### config.mk
export PLATFORM = sky130hd
export DESIGN_NAME = assoc_cache_flat
export DESIGN_NICKNAME = d
export VERILOG_FILES = /design/src/rtl/assoc_cache_if.sv /design/src/rtl/assoc_cache.sv /design/src/flat_wrapper.sv
export SDC_FILE = /design/constraint.sdc
export NUM_CORES = 1
export LEC_CHECK = 0
export ABC_AREA = 1
export CORE_UTILIZATION = 25
export DETAILED_ROUTE_END_ITERATION = 8
export HOLD_SLACK_MARGIN = 0.03
export PLACE_DENSITY = 0.37
export SYNTH_ARGS = -nofsm -noshare
export SYNTH_HDL_FRONTEND = slang
export SYNTH_SLANG_ARGS = --single-unit
### constraint.sdc
create_clock -name clock -period 2.33 [get_ports clock]
set_input_delay 0.5825 -clock clock [delete_from_list [all_inputs] [get_ports clock]]
set_output_delay 0.5825 -clock clock [all_outputs]
set_load 0.05 [all_outputs]
### src/rtl/assoc_cache_if.sv
// assoc_cache_if: request/response bus between the front end and the cache,
// plus the cache's port to the single-port backing RAM.
interface assoc_cache_if #(
  parameter int ADDR_W = 5,
  parameter int DATA_W = 8
);
  logic              req;
  logic              wren;
  logic [ADDR_W-1:0] address;
  logic [DATA_W-1:0] data;
  logic              ready;
  logic              done;
  logic              hit;
  logic [DATA_W-1:0] q;
  logic [ADDR_W-1:0] mem_address;
  logic [DATA_W-1:0] mem_data;
  logic              mem_wren;
  logic [DATA_W-1:0] mem_q;

  // The front end together with the backing RAM.
  modport master (
    output req, wren, address, data, mem_q,
    input  ready, done, hit, q, mem_address, mem_data, mem_wren
  );

  // The cache controller.
  modport slave (
    input  req, wren, address, data, mem_q,
    output ready, done, hit, q, mem_address, mem_data, mem_wren
  );
endinterface

### src/rtl/assoc_cache.sv
// assoc_cache: fully associative, write-back / write-allocate cache with
// single-word lines, true-LRU age counters and saturating hit/miss counters.
module assoc_cache #(
  parameter int ADDR_W = 5,
  parameter int DATA_W = 8,
  parameter int LINES  = 4,
  parameter int CNT_W  = 8
) (
  input  logic             clock,
  input  logic             resetn,
  assoc_cache_if.slave     bus,
  output logic [CNT_W-1:0] hit_count,
  output logic [CNT_W-1:0] miss_count
);
  localparam int AGE_W = $clog2(LINES);

  typedef logic [AGE_W-1:0] idx_t;
  typedef enum logic [2:0] {IDLE, LOOKUP, WRITEBACK, FETCH, FILL} state_t;

  state_t            state;
  state_t            state_next;

  logic [LINES-1:0]  valid;
  logic [LINES-1:0]  dirty;
  logic [ADDR_W-1:0] tags  [LINES];
  logic [DATA_W-1:0] words [LINES];
  idx_t              ages  [LINES];

  logic [ADDR_W-1:0] cap_address;
  logic [DATA_W-1:0] cap_data;
  logic              cap_wren;
  idx_t              victim;

  logic              hit_found;
  idx_t              hit_idx;
  idx_t              victim_sel;
  logic              victim_dirty;
  logic              touch_en;
  idx_t              touch_idx;

  logic              done_r;
  logic              hit_r;
  logic [DATA_W-1:0] q_r;
  logic [ADDR_W-1:0] mem_address_r;
  logic [DATA_W-1:0] mem_data_r;
  logic              mem_wren_r;

  assign bus.ready       = (state == IDLE);
  assign bus.done        = done_r;
  assign bus.hit         = hit_r;
  assign bus.q           = q_r;
  assign bus.mem_address = mem_address_r;
  assign bus.mem_data    = mem_data_r;
  assign bus.mem_wren    = mem_wren_r;

  // Tag match against every valid line; the captured address is the full tag.
  always_comb begin
    hit_found = 1'b0;
    hit_idx   = '0;
    for (int i = 0; i < LINES; i++) begin
      if (!hit_found && valid[i] && (tags[i] == cap_address)) begin
        hit_found = 1'b1;
        hit_idx   = idx_t'(i);
      end
    end
  end

  // Victim choice: lowest-index invalid line first, else the oldest line.
  always_comb begin
    logic inv_found;
    inv_found  = 1'b0;
    victim_sel = '0;
    for (int i = 0; i < LINES; i++) begin
      if (!inv_found && !valid[i]) begin
        inv_found  = 1'b1;
        victim_sel = idx_t'(i);
      end
    end
    if (!inv_found) begin
      for (int i = 0; i < LINES; i++) begin
        if (ages[i] == idx_t'(LINES - 1)) victim_sel = idx_t'(i);
      end
    end
    victim_dirty = valid[victim_sel] & dirty[victim_sel];
  end

  // A line is touched (made youngest) on a lookup hit or when it is filled.
  always_comb begin
    touch_en  = 1'b0;
    touch_idx = hit_idx;
    if (state == LOOKUP && hit_found) begin
      touch_en = 1'b1;
    end else if (state == FILL) begin
      touch_en  = 1'b1;
      touch_idx = victim;
    end
  end

  // Controller state register.
  always_ff @(posedge clock or negedge resetn) begin
    if (!resetn) state <= IDLE;
    else         state <= state_next;
  end

  // Next-state decode: a hit returns straight to IDLE, a miss walks the refill path.
  always_comb begin
    state_next = state;
    case (state)
      IDLE:      if (bus.req) state_next = LOOKUP;
      LOOKUP: begin
        if (hit_found)         state_next = IDLE;
        else if (victim_dirty) state_next = WRITEBACK;
        else                   state_next = FETCH;
      end
      WRITEBACK: state_next = FETCH;
      FETCH:     state_next = FILL;
      FILL:      state_next = IDLE;
      default:   state_next = IDLE;
    endcase
  end

  // Line storage, request capture, responses, RAM port and LRU ages.
  always_ff @(posedge clock or negedge resetn) begin
    if (!resetn) begin
      valid         <= '0;
      dirty         <= '0;
      for (int i = 0; i < LINES; i++) begin
        tags[i]  <= '0;
        words[i] <= '0;
        ages[i]  <= idx_t'(i);
      end
      cap_address   <= '0;
      cap_data      <= '0;
      cap_wren      <= 1'b0;
      victim        <= '0;
      done_r        <= 1'b0;
      hit_r         <= 1'b0;
      q_r           <= '0;
      hit_count     <= '0;
      miss_count    <= '0;
      mem_address_r <= '0;
      mem_data_r    <= '0;
      mem_wren_r    <= 1'b0;
    end else begin
      done_r <= 1'b0;
      case (state)
        IDLE: begin
          if (bus.req) begin
            cap_address <= bus.address;
            cap_data    <= bus.data;
            cap_wren    <= bus.wren;
          end
        end
        LOOKUP: begin
          if (hit_found) begin
            if (cap_wren) begin
              words[hit_idx] <= cap_data;
              dirty[hit_idx] <= 1'b1;
              q_r            <= cap_data;
            end else begin
              q_r <= words[hit_idx];
            end
            done_r <= 1'b1;
            hit_r  <= 1'b1;
            if (hit_count != '1) hit_count <= hit_count + CNT_W'(1);
          end else begin
            victim <= victim_sel;
            if (miss_count != '1) miss_count <= miss_count + CNT_W'(1);
            if (victim_dirty) begin
              mem_address_r <= tags[victim_sel];
              mem_data_r    <= words[victim_sel];
              mem_wren_r    <= 1'b1;
            end else begin
              mem_address_r <= cap_address;
              mem_wren_r    <= 1'b0;
            end
          end
        end
        WRITEBACK: begin
          mem_address_r <= cap_address;
          mem_wren_r    <= 1'b0;
        end
        FETCH: begin
          mem_wren_r <= 1'b0;
        end
        FILL: begin
          tags[victim]  <= cap_address;
          valid[victim] <= 1'b1;
          if (cap_wren) begin
            words[victim] <= cap_data;
            dirty[victim] <= 1'b1;
            q_r           <= cap_data;
          end else begin
            words[victim] <= bus.mem_q;
            dirty[victim] <= 1'b0;
            q_r           <= bus.mem_q;
          end
          done_r <= 1'b1;
          hit_r  <= 1'b0;
        end
        default: begin
          mem_wren_r <= 1'b0;
        end
      endcase

      if (touch_en) begin
        for (int i = 0; i < LINES; i++) begin
          if (idx_t'(i) == touch_idx)        ages[i] <= '0;
          else if (ages[i] < ages[touch_idx]) ages[i] <= ages[i] + idx_t'(1);
        end
      end
    end
  end
endmodule

### src/flat_wrapper.sv
// flat-port wrapper written by rule: the top's interface ports become plain ports
module assoc_cache_flat 
#(
  parameter int ADDR_W = 5,
  parameter int DATA_W = 8,
  parameter int LINES  = 4,
  parameter int CNT_W  = 8
)
  (clock, resetn, hit_count, miss_count, bus_req, bus_wren, bus_address, bus_data, bus_mem_q, bus_ready, bus_done, bus_hit, bus_q, bus_mem_address, bus_mem_data, bus_mem_wren);
  assoc_cache_if #(.ADDR_W(ADDR_W), .DATA_W(DATA_W)) bus_i ();
  input  logic clock;
  input  logic resetn;
  output logic [CNT_W-1:0] hit_count;
  output logic [CNT_W-1:0] miss_count;
  input wire logic [$bits(bus_i.req)-1:0] bus_req;
  input wire logic [$bits(bus_i.wren)-1:0] bus_wren;
  input wire logic [$bits(bus_i.address)-1:0] bus_address;
  input wire logic [$bits(bus_i.data)-1:0] bus_data;
  input wire logic [$bits(bus_i.mem_q)-1:0] bus_mem_q;
  output wire logic [$bits(bus_i.ready)-1:0] bus_ready;
  output wire logic [$bits(bus_i.done)-1:0] bus_done;
  output wire logic [$bits(bus_i.hit)-1:0] bus_hit;
  output wire logic [$bits(bus_i.q)-1:0] bus_q;
  output wire logic [$bits(bus_i.mem_address)-1:0] bus_mem_address;
  output wire logic [$bits(bus_i.mem_data)-1:0] bus_mem_data;
  output wire logic [$bits(bus_i.mem_wren)-1:0] bus_mem_wren;
  assign bus_i.req = bus_req;
  assign bus_i.wren = bus_wren;
  assign bus_i.address = bus_address;
  assign bus_i.data = bus_data;
  assign bus_i.mem_q = bus_mem_q;
  assign bus_ready = bus_i.ready;
  assign bus_done = bus_i.done;
  assign bus_hit = bus_i.hit;
  assign bus_q = bus_i.q;
  assign bus_mem_address = bus_i.mem_address;
  assign bus_mem_data = bus_i.mem_data;
  assign bus_mem_wren = bus_i.mem_wren;
  assoc_cache #(.ADDR_W(ADDR_W), .DATA_W(DATA_W), .LINES(LINES), .CNT_W(CNT_W)) u_core (.clock(clock), .resetn(resetn), .bus(bus_i), .hit_count(hit_count), .miss_count(miss_count));
endmodule
Yosys cells after proc, flatten, opt, wreduce, memory -nomap -nowiden --
Index checks and enable logic that the tools add are counted.
Word-level totals: register bits 127, bits in writable memories 0, output and inout port bits 41, logic and storage cells 213, bits in latches 0, memories kept 0, ROM bits 0
Operators by class: reductions and logical operators 45, add/sub/neg operators 6, muxes and demuxes 87, $mul 0, div/mod/pow operators 0, shift-type cells 0, bitwise logic cells 12, $lt $le $gt $ge 15, equality and inequality tests 21
Operators by type and width (number):
- $bwmux 32 | 3
- $mux 32 | 3
- $mux 8 | 9
- $pmux 32 s2 | 1
- $mux 2 | 21
- $bmux 8 s2 | 2
- $demux 8 s2 | 2
- $mux 5 | 5
- $mux 1 | 21
- $bwmux 20 | 1
- $eq 5x5->1 | 4
- $reduce_and 2->1 | 9
- $add 8x1->8 const B | 2
- $ne 8x8->1 const B | 2
- $pmux 8 s2 | 1
- $logic_and 1x1->1 | 15
- $ge 3x3->1 const B | 4
- $mux 4 | 3
- $not 2->3 | 4
- $or 4x4->4 | 3
- $pmux 3 s4 | 1
- $reduce_and 3->1 | 4
- $reduce_bool 2->1 | 6
- $bmux 5 s2 | 1
- 29 further kinds | 59

Logic depth before layout (Yosys ltp) --
depth after elaboration 24, mapped depth 19

Worst setup path before layout --
No wires, ideal clock.
kind register to register, start point register u_core.state[0], end point register u_core.cap_data[0], library setup time 0.125 ns, clock period less this slack 2.062 ns, data required time 2.205 ns, slack 0.268 ns, buffers on the path 1, cell stages (with the launch flop) 7, data arrival time 1.937 ns, cell sequence dfrtp_1 nor2_1 inv_1 nor2_1 nand2_1 clkbuf_1 mux2_2
Between the ends: cells in the longest elaborated chain, start to end 2
Ends and longest elaborated chain:
- start: declaration | RTL line assoc_cache.sv:20 | state_t state;
- start signal: assignment | RTL line assoc_cache.sv:102 | else state <= state_next;
- $logic_not 3->1
- net bus_ready | RTL line flat_wrapper.sv:20 | output wire logic [$bits(bus_i.ready)-1:0] bus_ready;
- $reduce_and 2->1 (no line)
- end signal: assignment | RTL line assoc_cache.sv:150 | cap_data <= bus.data;
- end: declaration | RTL line assoc_cache.sv:30 | logic [DATA_W-1:0] cap_data;
The timed path passes the listed nets, and every way through them passes these cells. A chain may end at the register's enable or synchronous reset.

Worst setup path after layout --
start point register u_core.hit_count[6], end point output hit_count[6]
RTL lines:
- start: declaration | RTL line assoc_cache.sv:12 | output logic [CNT_W-1:0] hit_count,
- start signal: assignment | RTL line assoc_cache.sv:165 | if (hit_count != '1) hit_count <= hit_count + CNT_W'(1);
- end: declaration | RTL line flat_wrapper.sv:13 | output logic [CNT_W-1:0] hit_count;
No word-level cell between the ends.

==> qor.yml <==
clock_sinks: 127
end_kind: "primary output"
leakagePower_nw: 4.24
synth_seq_cells: 127
crit_start: "u_core.hit_count[6]"
die_w_um: 170
ir_drop_uv: 504
insertion_delay_ns: 0.43
place_congestion: 0.810
drt.antenna.violating_nets: 0
netlist_area_um2: 7020
row_count: 60
slew_headroom_pct: 59.4
skew_ns: 0.0142
portBuffers: 65
drcViolationCount: 0
fmax_ghz: 0.442
synth-edff-count: 0
drv_slew: 0
cts.path.max_buffers: 2
synth.top_cell.area_share_pct: 43.8
status: "complete, no violations"
async_reset_ff_share_pct: 100
nFillCells: 2932
crit_end: "hit_count[6]"
crit_buf_inv: 1
startpoint_type: "flip-flop"
synthCells: 878
crit_fanout: 4
grt-ovfl-total: 0
multiInputGateArea_um2: 3320
grt_max_degree: 42
pre_cts_ws_ns: 0.00560
critPathTopFamily: "buffers and inverters"
final_area_um2: 9130
worstMarginPinSlew_ns: 0.609
powerDensity_nw_per_um2: 1370
antennaDiodeCount: 0
die_y_um: 170
grt.total_usage_pct: 16.4
yosys.area.top_type: "dfrtp_1"
ys_seq_area_share_pct: 45.3
avgSynthCellArea_um2: 8.00
cpMaxStageDelayCell: "clkdlybuf4s50_1"
ys_top_cells_by_area: "dfrtp_1 (44%), nand2_1 (11%), o21ai_0 (5.5%)"
antenna_found_initial: 0
vias: 6201
yosys-top-cells-count: "nand2_1 (210), dfrtp_1 (123), inv_1 (89), nor2_1 (77), o21ai_0 (77)"
ys.flop_type: "dfrtp_1"
cts_tree: "done"
period_share_pct: 97.0
io_pins: 66
cpPeakStageDelay_ns: 0.83
nets: 1021
ys_types: 47
ff2ff_path_depth: 13
worstReg2RegEnd: "u_core.words[0]"
grt_pass1_wl_um: 35600
postLayoutSetupSlackWorst_ns: 0.0691
areaGrowthSynthToFinish_pct: 30.0
hold_buffers: 0
setup_viol: 0
drt-initial-drc-count: 313
synth_nets: 909
first_global_vias: 6398
critPathArrivalTime_ns: 1.68
coreArea_um2: 27300
path_clk_slew_ns: 0.06
synth_warnings: 0
die-area_um2: 28800
yosysMostFrequentCell: "nand2_1"
reg2reg_from: "u_core.cap_address[4]"
ff2ff_setup_slack_ns: 0.14
routed_wl_um: 22400
crit_type: "flip-flop to primary output"
finalHoldViolCount: 0
h-tree-depth: 4
rsz0062_at_grt: "yes"
path_depth: 1
seqCellArea_um2: 3190
drive_gt1_share_pct: 17.5
start_util_pct: 25.8
cts_buffers: 17
min_period_ns: 2.26
final_core_util_pct: 33.5
cap_viol_max_count: 0
crit_chain: "clkdlybuf4s50_1"
dr.pass1.iters: 4
hold_class: "input port to asynchronous set/reset pin"
viasPerCell: 4.51
root_buffer: "clkbuf_16"
wire_per_inst_um: 16.3
required_ns: 1.75
detailed_place_hpwl_um: 16700
dpl_cell_area_um2: 8440
## registers in the layout (all words and copies together) (netlist names), 2 cells and up, named ones only
| name | flops |
|---|---|
| u_core.victim | 2 |
| u_core.bus.mem_address | 5 |
| u_core.ages | 8 |
| u_core.cap_address | 5 |
| u_core.state | 3 |
| u_core.words | 32 |
| u_core.bus.q | 8 |
| u_core.cap_data | 8 |
| u_core.miss_count | 8 |
| u_core.hit_count | 8 |
| u_core.valid | 4 |
| u_core.bus.mem_data | 8 |
| u_core.tags | 20 |
## layer usage
layer | vias to the layer above | part of all wire (%) | routed length, µm | track usage (%)
met4 | 0 | 1.1 | 237 | 4.97
met1 | 2978 | 44 | 9980 | 20.1
met2 | 79 | 52 | 11600 | 29.1
met5 | - | 0 | 0 | 0
li1 | 3133 | - | - | -
met3 | 11 | 2.6 | 573 | 2.73
## worst min-delay path by stage
stage                     slack (ns)                    endpoint                   start  cells after the start
after floorplan                 0.29  asynchronous set/reset pin                  resetn                      0
after global placement          0.47      u_core.bus.mem_data[5]  u_core.bus.mem_data[5]                      2
after detailed placement        0.47      u_core.bus.mem_data[0]  u_core.bus.mem_data[0]                      2
after CTS                       0.08   u_core.bus.mem_address[3]                  resetn                      1
after global routing            0.11   u_core.bus.mem_address[3]                  resetn                      1
final                           0.08   u_core.bus.mem_address[3]                  resetn                      1
## where the power goes
| part | switching [mW] | internal [mW] |
|---|---|---|
| Clock | 1.16 | 1.54 |
| Sequential | 0.619 | 3.01 |
| Combinational | 4.00 | 2.23 |
## metrics by stage
step | hold WS (ns) | setup TNS (ns) | power (mW) | std cells
3_3_place_gp | 0.465 | -0.0215 | 9.88 | 1340
6_report | 0.0756 | 0 | 12.5 | 1375
4_1_cts | 0.0808 | 0 | 12.7 | 1372
2_1_floorplan | 0.287 | 0 | 7.59 | 878
3_5_place_dp | 0.469 | 0 | 9.87 | 1340
5_1_grt | 0.106 | -0.0784 | 13.5 | 1375
## timing repair
item	CTS	global route
hold endpoints to repair	0	0
setup buffers	0	3
resized for setup	0	22
endpoints found under the setup margin	0	62
## placed cells by master, fill, tap and decap left out, types with 11 or more instances in the layout
| cell type | netlist | routed |
|---|---|---|
| a31oi_1 | 22 | 22 |
| mux2_2 | 11 | 11 |
| nand2_1 | 210 | 209 |
| nand3_1 | 27 | 24 |
| dfrtp_1 | 123 | 118 |
| o21ai_0 | 77 | 77 |
| clkdlybuf4s50_1 | 0 | 61 |
| nor2_2 | 11 | 11 |
| a21oi_1 | 41 | 41 |
| inv_1 | 89 | 89 |
| buf_4 | 3 | 58 |
| nor2_1 | 77 | 76 |
| o22ai_1 | 38 | 38 |
| clkbuf_16 | 0 | 17 |
## final cells by class
| class | instances | area share, % |
|---|---|---|
| Clock inverter | 14 | 1.60 |
| Clock buffer | 18 | 4.81 |
| Inverter | 103 | 4.34 |
| Tap cell | 372 | 5.10 |
| Timing Repair Buffer | 128 | 12.9 |
| Sequential cell | 127 | 34.9 |
| Multi-Input combinational cell | 613 | 36.3 |
## cell families after synthesis
logic type,count (synthesis),synth area share [%]
AO/OA/AOI/OAI,210,17.2
XOR/XNOR,13,1.62
adder cells (fa/ha/maj),6,1.07
buffers and inverters,138,8.34
flip-flops,127,45.3
multiplexers,20,3.21
AND/OR/NAND/NOR,364,23.2
Power figures use the tool's default switching activity.
